==> config.mk <==
export PLATFORM = sky130hd
export DESIGN_NAME = usb_desc_reader_flat
export DESIGN_NICKNAME = d
export VERILOG_FILES = /design/src/rtl/usb_desc_reader_if.sv /design/src/rtl/usb_desc_reader.sv /design/src/flat_wrapper.sv
export SDC_FILE = /design/constraint.sdc
export NUM_CORES = 1
export LEC_CHECK = 0
export CORE_ASPECT_RATIO = 0.8
export CORE_MARGIN = 2
export CORE_UTILIZATION = 50
export DETAILED_ROUTE_END_ITERATION = 7
export GPL_TIMING_DRIVEN = 0
export HOLD_SLACK_MARGIN = 0.15
export PLACE_DENSITY = 0.92
export SYNTH_ARGS = -nofsm -noshare
export SYNTH_HDL_FRONTEND = slang
export SYNTH_SLANG_ARGS = --single-unit
==> constraint.sdc <==
create_clock -name CLK -period 7.3 [get_ports CLK]
set_input_delay 1.095 -clock CLK [delete_from_list [all_inputs] [get_ports CLK]]
set_output_delay 1.095 -clock CLK [all_outputs]
set_load 0.03 [all_outputs]
==> src/rtl/usb_desc_reader_if.sv <==
// Request and byte-stream handshake between the EP0 control engine and the
// descriptor reader.
interface usb_desc_reader_if;
    logic        i_hs_mode;
    logic        i_req_valid;
    logic [7:0]  i_req_type;
    logic [7:0]  i_req_index;
    logic [15:0] i_req_wlength;
    logic        i_abort;
    logic [7:0]  o_txdat;
    logic        o_txval;
    logic        i_txrdy;
    logic        o_txlast;
    logic        o_zlp;
    logic        i_pkt_ack;
    logic        o_stall;
    logic        o_busy;

    modport slave (
        input  i_hs_mode, i_req_valid, i_req_type, i_req_index, i_req_wlength,
        input  i_abort, i_txrdy, i_pkt_ack,
        output o_txdat, o_txval, o_txlast, o_zlp, o_stall, o_busy
    );

    modport master (
        output i_hs_mode, i_req_valid, i_req_type, i_req_index, i_req_wlength,
        output i_abort, i_txrdy, i_pkt_ack,
        input  o_txdat, o_txval, o_txlast, o_zlp, o_stall, o_busy
    );
endinterface

==> src/rtl/usb_desc_reader.sv <==
// GET_DESCRIPTOR responder: looks up a descriptor in the ROM map and streams
// it out in MAXPKT-sized packets, with ZLP termination and stall on bad requests.
module usb_desc_reader #(
    parameter int MAXPKT    = 64,
    parameter int HSSUPPORT = 1
) (
    input  logic                     CLK,
    input  logic                     RESETN,
    usb_desc_reader_if.slave         bus,
    output logic [9:0]               o_descrom_raddr,
    input  logic [7:0]               i_descrom_rdat,
    input  logic [9:0]               i_dev_addr,
    input  logic [7:0]               i_dev_len,
    input  logic [9:0]               i_qual_addr,
    input  logic [7:0]               i_qual_len,
    input  logic [9:0]               i_fscfg_addr,
    input  logic [7:0]               i_fscfg_len,
    input  logic [9:0]               i_hscfg_addr,
    input  logic [7:0]               i_hscfg_len,
    input  logic [9:0]               i_oscfg_addr,
    input  logic [9:0]               i_strlang_addr,
    input  logic [9:0]               i_strvendor_addr,
    input  logic [7:0]               i_strvendor_len,
    input  logic [9:0]               i_strproduct_addr,
    input  logic [7:0]               i_strproduct_len,
    input  logic [9:0]               i_strserial_addr,
    input  logic [7:0]               i_strserial_len,
    input  logic                     i_have_strings
);

    localparam logic [2:0] S_IDLE     = 3'd0;
    localparam logic [2:0] S_LOOKUP   = 3'd1;
    localparam logic [2:0] S_STREAM   = 3'd2;
    localparam logic [2:0] S_PKT_WAIT = 3'd3;
    localparam logic [2:0] S_ZLP      = 3'd4;

    logic [2:0]  state_q, state_d;
    logic [7:0]  type_q, type_d;
    logic [7:0]  index_q, index_d;
    logic [15:0] wlen_q, wlen_d;
    logic [9:0]  base_q, base_d;
    logic [15:0] len_q, len_d;
    logic [15:0] off_q, off_d;
    logic [7:0]  pkt_q, pkt_d;
    logic        os_q, os_d;
    logic [7:0]  txdat_q, txdat_d;
    logic        txval_q, txval_d;
    logic        txlast_q, txlast_d;
    logic        zlp_q, zlp_d;
    logic        stall_q, stall_d;

    logic [9:0]  lk_base;
    logic [7:0]  lk_len;
    logic        lk_ok;
    logic [15:0] xfer_len;
    logic [9:0]  rd_base;
    logic [15:0] rd_off;
    logic        rd_os;
    logic [15:0] cur_len;
    logic        load;
    logic        pkt_start;
    logic [7:0]  pkt_next;

    always_comb begin
        lk_base = '0;
        lk_len  = '0;
        lk_ok   = 1'b1;
        case (type_q)
            8'd1: begin
                lk_base = i_dev_addr;
                lk_len  = i_dev_len;
            end
            8'd2: begin
                lk_base = bus.i_hs_mode ? i_hscfg_addr : i_fscfg_addr;
                lk_len  = bus.i_hs_mode ? i_hscfg_len  : i_fscfg_len;
            end
            8'd3: begin
                if (!i_have_strings) begin
                    lk_ok = 1'b0;
                end else begin
                    case (index_q)
                        8'd0: begin lk_base = i_strlang_addr;    lk_len = 8'd4;             end
                        8'd1: begin lk_base = i_strvendor_addr;  lk_len = i_strvendor_len;  end
                        8'd2: begin lk_base = i_strproduct_addr; lk_len = i_strproduct_len; end
                        8'd3: begin lk_base = i_strserial_addr;  lk_len = i_strserial_len;  end
                        default: lk_ok = 1'b0;
                    endcase
                end
            end
            8'd6: begin
                lk_ok   = (HSSUPPORT != 0);
                lk_base = i_qual_addr;
                lk_len  = i_qual_len;
            end
            8'd7: begin
                // other-speed reports the configuration of the speed not in use
                lk_ok   = (HSSUPPORT != 0);
                lk_base = bus.i_hs_mode ? i_fscfg_addr : i_hscfg_addr;
                lk_len  = bus.i_hs_mode ? i_fscfg_len  : i_hscfg_len;
            end
            default: lk_ok = 1'b0;
        endcase
        if (lk_len == 8'd0) begin
            lk_ok = 1'b0;
        end
        xfer_len = (wlen_q < {8'd0, lk_len}) ? wlen_q : {8'd0, lk_len};
    end

    // In LOOKUP the first byte is fetched straight from the lookup result so
    // the first data byte is registered on the LOOKUP exit edge.
    always_comb begin
        rd_base = (state_q == S_LOOKUP) ? lk_base : base_q;
        rd_off  = (state_q == S_LOOKUP) ? '0 : off_q;
        rd_os   = (state_q == S_LOOKUP) ? (type_q == 8'd7) : os_q;
        cur_len = (state_q == S_LOOKUP) ? xfer_len : len_q;
        if (rd_os && (rd_off == 16'd1)) begin
            o_descrom_raddr = i_oscfg_addr;
        end else begin
            o_descrom_raddr = rd_base + rd_off[9:0];
        end
    end

    always_comb begin
        state_d   = state_q;
        type_d    = type_q;
        index_d   = index_q;
        wlen_d    = wlen_q;
        base_d    = base_q;
        len_d     = len_q;
        off_d     = off_q;
        pkt_d     = pkt_q;
        os_d      = os_q;
        txdat_d   = txdat_q;
        txval_d   = txval_q;
        txlast_d  = txlast_q;
        zlp_d     = 1'b0;
        stall_d   = 1'b0;
        load      = 1'b0;
        pkt_start = 1'b0;
        pkt_next  = '0;

        case (state_q)
            S_IDLE: begin
                if (bus.i_req_valid) begin
                    type_d  = bus.i_req_type;
                    index_d = bus.i_req_index;
                    wlen_d  = bus.i_req_wlength;
                    off_d   = '0;
                    pkt_d   = '0;
                    state_d = S_LOOKUP;
                end
            end
            S_LOOKUP: begin
                if (!lk_ok) begin
                    stall_d = 1'b1;
                    state_d = S_IDLE;
                end else begin
                    base_d = lk_base;
                    len_d  = xfer_len;
                    os_d   = (type_q == 8'd7);
                    if (xfer_len == 16'd0) begin
                        zlp_d   = 1'b1;
                        state_d = S_ZLP;
                    end else begin
                        load      = 1'b1;
                        pkt_start = 1'b1;
                        state_d   = S_STREAM;
                    end
                end
            end
            S_STREAM: begin
                if (txval_q && bus.i_txrdy) begin
                    if (txlast_q) begin
                        txval_d  = 1'b0;
                        txlast_d = 1'b0;
                        state_d  = S_PKT_WAIT;
                    end else begin
                        load = 1'b1;
                    end
                end
            end
            S_PKT_WAIT: begin
                if (bus.i_pkt_ack) begin
                    if (off_q < len_q) begin
                        load      = 1'b1;
                        pkt_start = 1'b1;
                        state_d   = S_STREAM;
                    end else if ((len_q < wlen_q) && ((len_q % 16'(MAXPKT)) == 16'd0)) begin
                        zlp_d   = 1'b1;
                        state_d = S_ZLP;
                    end else begin
                        state_d = S_IDLE;
                    end
                end
            end
            S_ZLP: begin
                if (bus.i_pkt_ack) begin
                    state_d = S_IDLE;
                end
            end
            default: state_d = S_IDLE;
        endcase

        if (load) begin
            pkt_next = (pkt_start ? 8'd0 : pkt_q) + 8'd1;
            txval_d  = 1'b1;
            txdat_d  = i_descrom_rdat;
            off_d    = rd_off + 16'd1;
            pkt_d    = pkt_next;
            txlast_d = ((rd_off + 16'd1) == cur_len) || (pkt_next == 8'(MAXPKT));
        end

        if (bus.i_abort) begin
            state_d  = S_IDLE;
            txval_d  = 1'b0;
            txlast_d = 1'b0;
            zlp_d    = 1'b0;
            stall_d  = 1'b0;
        end
    end

    always_ff @(posedge CLK or negedge RESETN) begin
        if (!RESETN) begin
            state_q  <= S_IDLE;
            type_q   <= '0;
            index_q  <= '0;
            wlen_q   <= '0;
            base_q   <= '0;
            len_q    <= '0;
            off_q    <= '0;
            pkt_q    <= '0;
            os_q     <= 1'b0;
            txdat_q  <= '0;
            txval_q  <= 1'b0;
            txlast_q <= 1'b0;
            zlp_q    <= 1'b0;
            stall_q  <= 1'b0;
        end else begin
            state_q  <= state_d;
            type_q   <= type_d;
            index_q  <= index_d;
            wlen_q   <= wlen_d;
            base_q   <= base_d;
            len_q    <= len_d;
            off_q    <= off_d;
            pkt_q    <= pkt_d;
            os_q     <= os_d;
            txdat_q  <= txdat_d;
            txval_q  <= txval_d;
            txlast_q <= txlast_d;
            zlp_q    <= zlp_d;
            stall_q  <= stall_d;
        end
    end

    assign bus.o_txdat  = txdat_q;
    assign bus.o_txval  = txval_q;
    assign bus.o_txlast = txlast_q;
    assign bus.o_zlp    = zlp_q;
    assign bus.o_stall  = stall_q;
    assign bus.o_busy   = (state_q != S_IDLE);

endmodule
==> src/flat_wrapper.sv <==
// flat-port wrapper written by rule: the top's interface ports become plain ports
module usb_desc_reader_flat 
#(
    parameter int MAXPKT    = 64,
    parameter int HSSUPPORT = 1
)
  (CLK, RESETN, o_descrom_raddr, i_descrom_rdat, i_dev_addr, i_dev_len, i_qual_addr, i_qual_len, i_fscfg_addr, i_fscfg_len, i_hscfg_addr, i_hscfg_len, i_oscfg_addr, i_strlang_addr, i_strvendor_addr, i_strvendor_len, i_strproduct_addr, i_strproduct_len, i_strserial_addr, i_strserial_len, i_have_strings, bus_i_hs_mode, bus_i_req_valid, bus_i_req_type, bus_i_req_index, bus_i_req_wlength, bus_i_abort, bus_i_txrdy, bus_i_pkt_ack, bus_o_txdat, bus_o_txval, bus_o_txlast, bus_o_zlp, bus_o_stall, bus_o_busy);
  usb_desc_reader_if bus_i ();
  input  logic CLK;
  input  logic RESETN;
  output logic [9:0] o_descrom_raddr;
  input  logic [7:0] i_descrom_rdat;
  input  logic [9:0] i_dev_addr;
  input  logic [7:0] i_dev_len;
  input  logic [9:0] i_qual_addr;
  input  logic [7:0] i_qual_len;
  input  logic [9:0] i_fscfg_addr;
  input  logic [7:0] i_fscfg_len;
  input  logic [9:0] i_hscfg_addr;
  input  logic [7:0] i_hscfg_len;
  input  logic [9:0] i_oscfg_addr;
  input  logic [9:0] i_strlang_addr;
  input  logic [9:0] i_strvendor_addr;
  input  logic [7:0] i_strvendor_len;
  input  logic [9:0] i_strproduct_addr;
  input  logic [7:0] i_strproduct_len;
  input  logic [9:0] i_strserial_addr;
  input  logic [7:0] i_strserial_len;
  input  logic i_have_strings;
  input wire logic [$bits(bus_i.i_hs_mode)-1:0] bus_i_hs_mode;
  input wire logic [$bits(bus_i.i_req_valid)-1:0] bus_i_req_valid;
  input wire logic [$bits(bus_i.i_req_type)-1:0] bus_i_req_type;
  input wire logic [$bits(bus_i.i_req_index)-1:0] bus_i_req_index;
  input wire logic [$bits(bus_i.i_req_wlength)-1:0] bus_i_req_wlength;
  input wire logic [$bits(bus_i.i_abort)-1:0] bus_i_abort;
  input wire logic [$bits(bus_i.i_txrdy)-1:0] bus_i_txrdy;
  input wire logic [$bits(bus_i.i_pkt_ack)-1:0] bus_i_pkt_ack;
  output wire logic [$bits(bus_i.o_txdat)-1:0] bus_o_txdat;
  output wire logic [$bits(bus_i.o_txval)-1:0] bus_o_txval;
  output wire logic [$bits(bus_i.o_txlast)-1:0] bus_o_txlast;
  output wire logic [$bits(bus_i.o_zlp)-1:0] bus_o_zlp;
  output wire logic [$bits(bus_i.o_stall)-1:0] bus_o_stall;
  output wire logic [$bits(bus_i.o_busy)-1:0] bus_o_busy;
  assign bus_i.i_hs_mode = bus_i_hs_mode;
  assign bus_i.i_req_valid = bus_i_req_valid;
  assign bus_i.i_req_type = bus_i_req_type;
  assign bus_i.i_req_index = bus_i_req_index;
  assign bus_i.i_req_wlength = bus_i_req_wlength;
  assign bus_i.i_abort = bus_i_abort;
  assign bus_i.i_txrdy = bus_i_txrdy;
  assign bus_i.i_pkt_ack = bus_i_pkt_ack;
  assign bus_o_txdat = bus_i.o_txdat;
  assign bus_o_txval = bus_i.o_txval;
  assign bus_o_txlast = bus_i.o_txlast;
  assign bus_o_zlp = bus_i.o_zlp;
  assign bus_o_stall = bus_i.o_stall;
  assign bus_o_busy = bus_i.o_busy;
  usb_desc_reader #(.MAXPKT(MAXPKT), .HSSUPPORT(HSSUPPORT)) u_core (.CLK(CLK), .RESETN(RESETN), .bus(bus_i), .o_descrom_raddr(o_descrom_raddr), .i_descrom_rdat(i_descrom_rdat), .i_dev_addr(i_dev_addr), .i_dev_len(i_dev_len), .i_qual_addr(i_qual_addr), .i_qual_len(i_qual_len), .i_fscfg_addr(i_fscfg_addr), .i_fscfg_len(i_fscfg_len), .i_hscfg_addr(i_hscfg_addr), .i_hscfg_len(i_hscfg_len), .i_oscfg_addr(i_oscfg_addr), .i_strlang_addr(i_strlang_addr), .i_strvendor_addr(i_strvendor_addr), .i_strvendor_len(i_strvendor_len), .i_strproduct_addr(i_strproduct_addr), .i_strproduct_len(i_strproduct_len), .i_strserial_addr(i_strserial_addr), .i_strserial_len(i_strserial_len), .i_have_strings(i_have_strings));
endmodule
==> results.json, run 1 <==
{
  "ir_worst_vdd_uv": 239.2,
  "cap_viol_max_count": 0,
  "min_period_over_period_pct": 96.10,
  "drt_wl_total_um": 26080,
  "cts-root-buf": "clkbuf_16",
  "nNetsFinal": 1398,
  "antennaDiodeCount": 0,
  "grt.total_usage_pct": 30.40,
  "synthFlopType": "dfrtp_1",
  "drc": 0,
  "cp.arrival_ns": 5.92,
  "seqCellArea_um2": 2452,
  "worst-path-buf-inv": 3,
  "worst_slew_pin_slew_ns": 1.055,
  "reg2reg_from": "u_core.type_q[7]$_DFFE_PN0P_",
  "gp_congestion": 0.9617,
  "synthesis.instances": 928,
  "reg2reg_to": "u_core.bus.o_txlast$_DFFE_PN0P_",
  "hold_path_class": "flop to flop",
  "clk_path_buf_depth": 2,
  "dp_cells": 1358,
  "worstPathCellList": "clkdlybuf4s50_1 > nor4b_2 > nand2_1 > nor4_4 > clkbuf_2 > a22o_1 > a211oi_1 > o21ai_0 > ha_1 > a21o_1 > a21oi_1 > o21bai_1 > a21oi_1 > o21ai_0 > a21o_1 > a21oi_1 > xor2_1 > mux2_2 > clkdlybuf4s50_1",
  "final.setup.worst_slack_ns": 0.2849,
  "dieArea_um2": 16850,
  "vias": 8437,
  "ys_types": 71,
  "syn_avg_cell_area_um2": 8.524,
  "io_pins": 217,
  "start_util_pct": 50.56,
  "fin_cells": 1373,
  "ys_warn_count": 0,
  "setup-tns-final_ns": 0,
  "drt_first_pass_iters": 6,
  "yosys.area.top_type": "dfrtp_1",
  "synth_area_leaders": "dfrtp_1, ha_1, nand2_1",
  "via_per_inst": 6.145,
  "r2r_slack_ns": 1.10,
  "max_slew_margin_pct": 29.50,
  "r2r_cells": 23,
  "final-max-slew-violation-count": 0,
  "multi_input_area_um2": 5057,
  "htreeDepth": 3,
  "cts.reportedPaths.clkPinSlew_ns": 0.07,
  "hold_violations": 0,
  "portBuffers": 214,
  "critPathMaxStageDelay_ns": 0.66,
  "rsz0062_at_grt": "true",
  "antenna_found_initial": 0,
  "crit_family": "compound AO/OA/AOI/OAI gates",
  "min_from": "u_core.base_q[0]$_DFFE_PN0P_",
  "first_global_vias": 7836,
  "drt_first_iter_violations": 987,
  "status": "complete, no violations",
  "setup.worst_path.end_class": "primary output",
  "crit_slowest_cell": "clkdlybuf4s50_1",
  "finalClockSkew_ns": 0.009288,
  "setup_violations": 0,
  "final_core_util_pct": 68.76,
  "synth-seq-cells": 98,
  "die_w_um": 144.6,
  "synth_top_area_share_pct": 31.00,
  "gr-total-overflow": 0,
  "seq_area_frac_synth_pct": 31.00,
  "drive_gt1_share_pct": 8.549,
  "syn_nets": 1173,
  "numCtsBuffers": 9,
  "ant_nets": 0,
  "routed_wire_length_per_instance_um": 19.00,
  "n_fill_cell": 1158,
  "cts_tree": "built",
  "place_ws_ns": -0.2705,
  "start_kind": "input port",
  "worst-setup-path-type": "input port to primary output",
  "grt_pass1_wl_um": 39690,
  "worstPathRequired_ns": 6.20,
  "async_reset_ff_share_pct": 100.0,
  "die_h_um": 116.5,
  "crit_fanout": 10,
  "rows": 41,
  "fmax_mhz": 142.5,
  "clock_latency_ns": 0.36,
  "syn2layout_area_growth_pct": 36.02,
  "dpl.hpwl_um": 20250,
  "netlist_area_um2": 7910,
  "powerDensity_nw_per_um2": 222.6,
  "core_um2": 15650,
  "p_leak_nw": 4.569,
  "cpMostUsedCell": "a21oi_1",
  "grt_start_max_net_pins": 62,
  "hold_depth": 2,
  "holdPathEnd": "u_core.base_q[0]$_DFFE_PN0P_",
  "cts_sinks": 98,
  "fin_crit_ns": 7.015,
  "synth_enable_flop_cells": 0
}
-- cells by family (layout without fill, tap and decap cells) --
kind of cell    Yosys count  in the layout  share of synthesized area, %
simple gates            309            309                         19.25
compound gates          268            268                         22.56
buf+inv                 110            340                         5.520
flops                    98             98                         31.00
mux                      59             59                         9.855
fa+ha+maj                51             51                         8.162
xor+xnor                 33             33                         3.654
-- worst min-delay path, cell delays in order (launching register included) --
cell and delay [ns]:
dfrtp_1 0.34, nand2_1 0.04, o21ai_0 0.07
-- placed cells by master, fill, tap and decap left out, types with 10 or more instances in the layout --
master / synthesis / layout
nor2_1: 51 / 51
o21ai_0: 64 / 64
a22oi_1: 17 / 17
dfrtp_1: 98 / 98
inv_1: 51 / 51
mux4_2: 11 / 11
clkdlybuf4s50_1: 0 / 213
nand3_1: 20 / 20
nand2_1: 124 / 124
a22o_1: 11 / 11
nor2b_1: 10 / 10
mux2_2: 41 / 41
clkbuf_1: 51 / 46
nor4_1: 13 / 12
a221oi_1: 11 / 11
ha_1: 50 / 50
a31oi_1: 19 / 19
xnor2_1: 24 / 24
nand2b_1: 11 / 11
nor3_1: 16 / 16
and3_1: 11 / 11
a21o_1: 18 / 18
a21oi_1: 63 / 63
-- sequential cells by signal, summed over array words and instances (netlist names), 3 cells and up --
name,count
u_core.pkt_q,8
u_core.wlen_q,16
u_core.type_q,8
u_core.base_q,10
u_core.bus.o_txdat,8
u_core.state_q,3
u_core.len_q,16
u_core.off_q,16
u_core.index_q,8
-- what timing repair did --
item / CTS / global route
gates resized for setup: 3 / 10
setup buffers: 0 / 0
cloned: 0 / 0
endpoints found under the setup margin: 1 / 3
hold buffers: 0 / 0
-- synth_stat cells, types with 6 or more instances --
cell      instances
a21oi_1          63
nand2b_1         11
dfrtp_1          98
a221oi_1         11
nand3_1          20
ha_1             50
and3_1           11
a211oi_1          9
a22oi_1          17
xnor2_1          24
nand2_1         124
clkbuf_1         51
mux4_2           11
a31oi_1          19
nor2_1           51
o21bai_1          6
mux2_2           41
a22o_1           11
o21ai_0          64
xor2_1            9
o21a_1            7
nor3_1           16
mux2i_1           7
inv_1            51
and2_1            7
nor4_1           13
nand4_1           9
a21o_1           18
nor2b_1          10
-- cell type report --
cell class	count	area share, %
multi-input cells	720	47.01
well taps	215	2.500
repair buffers	215	20.14
clock buffers	9	2.093
clock inverters	7	1.384
flip-flops and latches	98	22.79
plain buffers	58	2.303
inverters	51	1.779
-- per-stage QoR --
step	hold slack [ns]	total power [mW]	cell area (µm²)
after detailed placement	0.4648	1.778	10350
final	0.4887	2.395	10760
after CTS	0.4856	2.383	10730
after floorplan	0.4419	1.377	7910
after global placement	0.4599	1.735	10320
after global routing	0.5107	2.529	10760
-- power by group --
group          internal (mW)  switching (mW)  total (mW)
combinational          0.485           0.555        1.04
clock                  0.374           0.222       0.596
sequential             0.653           0.105       0.759
-- metal layers --
layer	track usage [%]	part of all wire, %	up-vias
li1	-	-	3840
met1	42.20	40	4000
met2	48.21	46	532
met3	6.355	11	65
met4	9.320	2.4	0
met5	0	0	-
-- worst max path at each step --
| stage | from | end | slack [ns] | depth (start not counted) |
|---|---|---|---|---|
| after detailed placement | i_have_strings | o_descrom_raddr[9] | -0.27 | 19 |
| after floorplan | bus_i_hs_mode | o_descrom_raddr[9] | 1.59 | 17 |
| final | i_have_strings | o_descrom_raddr[9] | 0.28 | 19 |
| after global placement | i_have_strings | o_descrom_raddr[9] | -0.21 | 19 |
| after CTS | u_core.type_q[2]$_DFFE_PN0P_ | o_descrom_raddr[9] | 0.06 | 21 |
| after global routing | u_core.type_q[2]$_DFFE_PN0P_ | o_descrom_raddr[9] | -0.01 | 20 |
Power figures use the tool's default switching activity.
==> inputs of run 2 (changes only) <==
==> constraint.sdc (replaced) <==
create_clock -name CLK -period 6.9 [get_ports CLK]
set_input_delay 1.035 -clock CLK [delete_from_list [all_inputs] [get_ports CLK]]
set_output_delay 1.035 -clock CLK [all_outputs]
set_load 0.03 [all_outputs]
==> results.json, run 2 (synthesis gave the netlist of run 1 again) <==
{
  "status": "complete, no violations",
  "cpMostUsedCell": "a21oi_1",
  "finalInstanceArea_um2": 10770,
  "ant_nets": 0,
  "worstPathRequired_ns": 5.86,
  "use_met3_pct": 6.314,
  "grt_pass1_wl_um": 39800,
  "final-max-slew-violation-count": 0,
  "switchingPower_mw": 0.9370,
  "crit_slowest_cell": "clkdlybuf4s50_1",
  "drt_wl_total_um": 26050,
  "cp.arrival_ns": 5.64,
  "start_util_pct": 50.56,
  "switching_share_pct": 36.92,
  "io_pins": 217,
  "cts_hold_buf": 0,
  "ir_worst_vdd_uv": 253.3,
  "clk_path_buf_depth": 2,
  "portBuffers": 214,
  "max_slew_margin_pct": 30.27,
  "powerDensity_nw_per_um2": 235.7,
  "gr-total-overflow": 0,
  "first_global_vias": 7842,
  "routed_wire_length_per_instance_um": 19.00,
  "numCtsBuffers": 9,
  "cap_viol_max_count": 0,
  "via_per_inst": 6.141,
  "critPathMaxStageDelay_ns": 0.66,
  "holdWs_ns": 0.4906,
  "min_period_over_period_pct": 96.79,
  "dpl.hpwl_um": 20250,
  "combPwrFrac_pct": 43.4,
  "dp_cells": 1358,
  "cts_sinks": 98,
  "die_h_um": 116.5,
  "postPlaceCellArea_um2": 10350,
  "syn2layout_area_growth_pct": 36.13,
  "reg2reg_from": "u_core.type_q[7]$_DFFE_PN0P_",
  "crit_path_start": "i_have_strings",
  "worst-setup-path-type": "input port to primary output",
  "internal_power_mw": 1.601,
  "antennaDiodeCount": 0,
  "top_usage_layer": "met2",
  "share_seq_of_total_power_pct": 31.7,
  "drive_gt1_share_pct": 8.910,
  "drc": 0,
  "mostFrequentLayoutCells": "clkdlybuf4s50_1, nand2_1, dfrtp_1, o21ai_0, a21oi_1",
  "cts.reportedPaths.clkPinSlew_ns": 0.07,
  "fin_cells": 1371,
  "drt_first_iter_violations": 960,
  "antenna_found_initial": 0,
  "grt_util_met2_pct": 48.72,
  "cts_tree": "built",
  "worstPathCellList": "clkdlybuf4s50_1 > nor4b_4 > nand2_1 > nor4_4 > clkbuf_4 > a22o_1 > a211oi_1 > o21ai_1 > ha_1 > a21o_1 > a21oi_1 > o21bai_1 > a21oi_1 > o21ai_0 > a21o_1 > a21oi_1 > xor2_1 > mux2_2 > clkdlybuf4s50_1",
  "finalClockSkew_ns": 0.01057,
  "vias": 8419,
  "htreeDepth": 3,
  "die_w_um": 144.6,
  "worst_slew_pin_slew_ns": 1.044,
  "finalPower_mw": 2.538,
  "rows": 41,
  "start_kind": "input port",
  "grt.total_usage_pct": 30.48,
  "hold_violations": 0,
  "min_from": "u_core.base_q[0]$_DFFE_PN0P_",
  "setup-tns-final_ns": 0,
  "setup.worst_path.end_class": "primary output",
  "clock_latency_ns": 0.36,
  "crit_fanout": 10,
  "p_leak_nw": 4.580,
  "grt_start_max_net_pins": 62,
  "drt_first_pass_iters": 7,
  "setup_violations": 0,
  "hold_path_class": "flop to flop",
  "pwr-share-clk_pct": 24.9,
  "use_met1_pct": 42.15,
  "place_ws_ns": -0.5505,
  "core_um2": 15650,
  "rsz0062_at_grt": "true",
  "fin_crit_ns": 6.678,
  "final.setup.worst_slack_ns": 0.2215,
  "cts-root-buf": "clkbuf_16",
  "gp_congestion": 0.9617,
  "final_core_util_pct": 68.82,
  "layout_commonest_cell": "clkdlybuf4s50_1",
  "top_regs": "u_core.len_q (16), u_core.off_q (16), u_core.wlen_q (16)",
  "nNetsFinal": 1396,
  "fmax_mhz": 149.7,
  "dieArea_um2": 16850
}
## run 2: critical path, delay by kind of cell
family	cells	cell delay, ns
AOI/OAI and AO/OA	10	1.72
buffers and inverters	3	1.45
and+or+nand+nor	3	0.82
adders and majority gates	1	0.28
xor gates and xnor gates	1	0.18
muxes	1	0.17
## run 2: area by class of cell
class | count | area, µm²
Inverter | 51 | 191.4
Clock inverter | 7 | 148.9
Buffer | 56 | 246.5
Sequential cell | 98 | 2452
Multi-Input combinational cell | 720 | 5067
Timing Repair Buffer | 215 | 2167
Fill cell | 1158 | 4878
Clock buffer | 9 | 225.2
Tap cell | 215 | 269.0
## run 2: per-layer routing
layer	part of all wire (%)	wire length, µm	up-vias
li1	-	-	3836
met1	41	10610	4002
met2	46	12060	517
met3	11	2753	64
met4	2.4	624	0
met5	0	0	-
## run 2: repair_timing
item / 4_1_cts / 5_1_grt
endpoints found under the setup margin: 4 / 4
resized for setup: 10 / 10
setup buffers: 0 / 0
pin swaps: 0 / 0
## run 2: path summary, 6_finish.rpt
kind,to,slack (ns),cells after the start
min,u_core.base_q[0]$_DFFE_PN0P_,0.49,2
max,o_descrom_raddr[9],0.22,19
max reg2reg,u_core.bus.o_txlast$_DFFE_PN0P_,0.73,23
max in group asynchronous,u_core.base_q[0]$_DFFE_PN0P_,5.59,2
min reg2reg,u_core.base_q[0]$_DFFE_PN0P_,0.49,2
min in group asynchronous,u_core.bus.o_txdat[1]$_DFFE_PN0P_,0.64,1
## run 2: power groups by stage
stage               Combinational (mW)  Clock [mW]  Sequential, mW
finish                            1.10       0.633           0.803
global route                      1.20       0.658           0.818
floorplan                        0.637           0           0.820
CTS                               1.09       0.636           0.795
global placement                  1.04           0           0.796
detailed placement                1.08           0           0.802
==> inputs of run 3 (changes only) <==
--- a/config.mk
+++ b/config.mk
@@ -7,11 +7,12 @@
 export LEC_CHECK = 0
 export CORE_ASPECT_RATIO = 0.8
 export CORE_MARGIN = 2
-export CORE_UTILIZATION = 50
+export CORE_UTILIZATION = 62
 export DETAILED_ROUTE_END_ITERATION = 7
+export DONT_BUFFER_PORTS = 1
 export GPL_TIMING_DRIVEN = 0
 export HOLD_SLACK_MARGIN = 0.15
-export PLACE_DENSITY = 0.92
+export PLACE_DENSITY = 0.87
 export SYNTH_ARGS = -nofsm -noshare
 export SYNTH_HDL_FRONTEND = slang
 export SYNTH_SLANG_ARGS = --single-unit
==> results.json, run 3 (synthesis gave the netlist of run 1 again) <==
{
  "setup-tns-final_ns": 0,
  "mostFrequentLayoutCells": "nand2_1, dfrtp_1, o21ai_0, a21oi_1",
  "vias": 7528,
  "max_slew_margin_pct": 40.13,
  "die_h_um": 105.0,
  "die_w_um": 130.3,
  "drt_first_pass_iters": 7,
  "syn2layout_area_growth_pct": 6.390,
  "nNetsFinal": 1184,
  "worst_slew_pin_slew_ns": 0.8961,
  "status": "complete, no violations",
  "worst-setup-path-type": "flop to primary output",
  "p_leak_nw": 3.655,
  "rsz0062_at_grt": "false",
  "setup.worst_path.end_class": "primary output",
  "critPathMaxStageDelay_ns": 0.68,
  "portBuffers": 0,
  "cts_hold_buf": 0,
  "finalClockSkew_ns": 0.01218,
  "cap_viol_max_count": 0,
  "setup_violations": 0,
  "grt.total_usage_pct": 34.20,
  "crit_fanout": 10,
  "io_pins": 217,
  "cp.arrival_ns": 5.53,
  "ant_nets": 0,
  "cts-root-buf": "clkbuf_16",
  "core_um2": 12300,
  "hold_violations": 0,
  "clock_latency_ns": 0.36,
  "htreeDepth": 3,
  "cts.reportedPaths.clkPinSlew_ns": 0.08,
  "via_per_inst": 6.739,
  "ir_worst_vdd_uv": 184.6,
  "grt_start_max_net_pins": 99,
  "drt_wl_total_um": 23170,
  "cts_tree": "built",
  "fmax_mhz": 152.4,
  "worst-path-buf-inv": 2,
  "powerDensity_nw_per_um2": 254.5,
  "start_kind": "flop",
  "place_ws_ns": 0.3531,
  "worstPathRequired_ns": 5.86,
  "gp_congestion": 0.9684,
  "routed_wire_length_per_instance_um": 20.74,
  "crit_family": "compound AO/OA/AOI/OAI gates",
  "top_regs": "u_core.len_q (16), u_core.off_q (16), u_core.wlen_q (16)",
  "crit_slowest_cell": "nor4_1",
  "cpMostUsedCell": "a21oi_1",
  "holdWs_ns": 0.3700,
  "final.setup.worst_slack_ns": 0.3398,
  "drc": 0,
  "dieArea_um2": 13680,
  "worstPathCellList": "or4_4 > or2_1 > buf_6 > nor4_1 > clkbuf_1 > a22o_1 > a211oi_1 > o21ai_0 > ha_1 > a21o_1 > a21oi_1 > o21bai_1 > a21oi_1 > o21ai_0 > a21o_1 > a21oi_1 > xor2_1 > mux2_2",
  "min_period_over_period_pct": 95.07,
  "antenna_found_initial": 1,
  "cts_sinks": 98,
  "clk_path_buf_depth": 2,
  "fin_crit_ns": 6.560,
  "numCtsBuffers": 9,
  "gr-total-overflow": 0,
  "drt_first_iter_violations": 1039,
  "dpl.hpwl_um": 17870,
  "final-max-slew-violation-count": 0,
  "start_util_pct": 64.33,
  "finalPower_mw": 2.142,
  "grt_pass1_wl_um": 36830,
  "rows": 36,
  "drive_gt1_share_pct": 9.640,
  "hold_path_class": "input port to async pin",
  "first_global_vias": 7149,
  "layout_commonest_cell": "nand2_1"
}
[run 3: cell count changes in the layout (fill, tap and decap cells not counted), moves of 2 or more]
| cell | previous run | this run |
|---|---|---|
| buf_1 | 1 | 3 |
| bufinv_16 | 4 | 0 |
| clkbuf_1 | 42 | 50 |
| clkbuf_2 | 6 | 2 |
| clkdlybuf4s50_1 | 213 | 0 |
| clkinvlp_4 | 0 | 2 |
| diode_2 | 0 | 2 |
| nor4b_4 | 2 | 0 |
[run 3: per-stage QoR]
stage | area (µm²) | utilization (%) | cells
after global placement | 8124 | 66.07 | 1099
after floorplan | 7910 | - | 928
after detailed placement | 8124 | 66.07 | 1099
after global routing | 8411 | 68.40 | 1115
final | 8416 | 68.44 | 1117
after CTS | 8402 | 68.33 | 1115
[run 3: metal layers]
layer	wire length (µm)	vias up	GRT usage [%]
met3	2918	84	10.09
met5	0	-	0
met2	9862	533	48.92
met4	788	0	11.60
li1	-	3428	-
met1	9601	3483	49.47
[run 3: power breakdown]
group	switching (mW)	leakage (nW)	internal, mW
Sequential	0.162	1.28	0.691
Combinational	0.473	2.24	0.336
Clock	0.232	0.131	0.249
[run 3: final timing paths]
kind	startpoint	to	slack [ns]	cells after the start
max in group asynchronous	RESETN	u_core.base_q[3]$_DFFE_PN0P_	6.39	0
min in group CLK	u_core.index_q[3]$_DFFE_PN0P_	u_core.index_q[3]$_DFFE_PN0P_	0.49	2
worst min-delay path	RESETN	u_core.type_q[7]$_DFFE_PN0P_	0.37	0
worst max-delay path	u_core.type_q[7]$_DFFE_PN0P_	o_descrom_raddr[9]	0.34	18
worst min register to register	u_core.index_q[3]$_DFFE_PN0P_	u_core.index_q[3]$_DFFE_PN0P_	0.49	2
worst max register to register	u_core.type_q[7]$_DFFE_PN0P_	u_core.bus.o_txlast$_DFFE_PN0P_	0.66	23
[run 3: layout make-up]
class,count,area (µm²)
Antenna cell,2,5.005
Buffer,59,247.7
Clock buffer,10,229.0
Clock inverter,6,48.80
Fill cell,956,3881
Inverter,51,191.4
Multi-Input combinational cell,720,5027
Sequential cell,98,2452
Tap cell,171,214.0
[run 3: worst register-to-register path: cells and delay by family, from the launching register on]
family | cells | cell delay [ns]
fa+ha+maj | 2 | 0.62
flops | 1 | 0.39
compound gates | 7 | 1.04
simple gates | 12 | 3.47
buf+inv | 2 | 0.62
[run 3: what timing repair did]
action,4_1_cts,5_1_grt
hold endpoints to repair,0,0
resized for setup,0,5
setup endpoints to repair,0,1
setup buffers,0,0
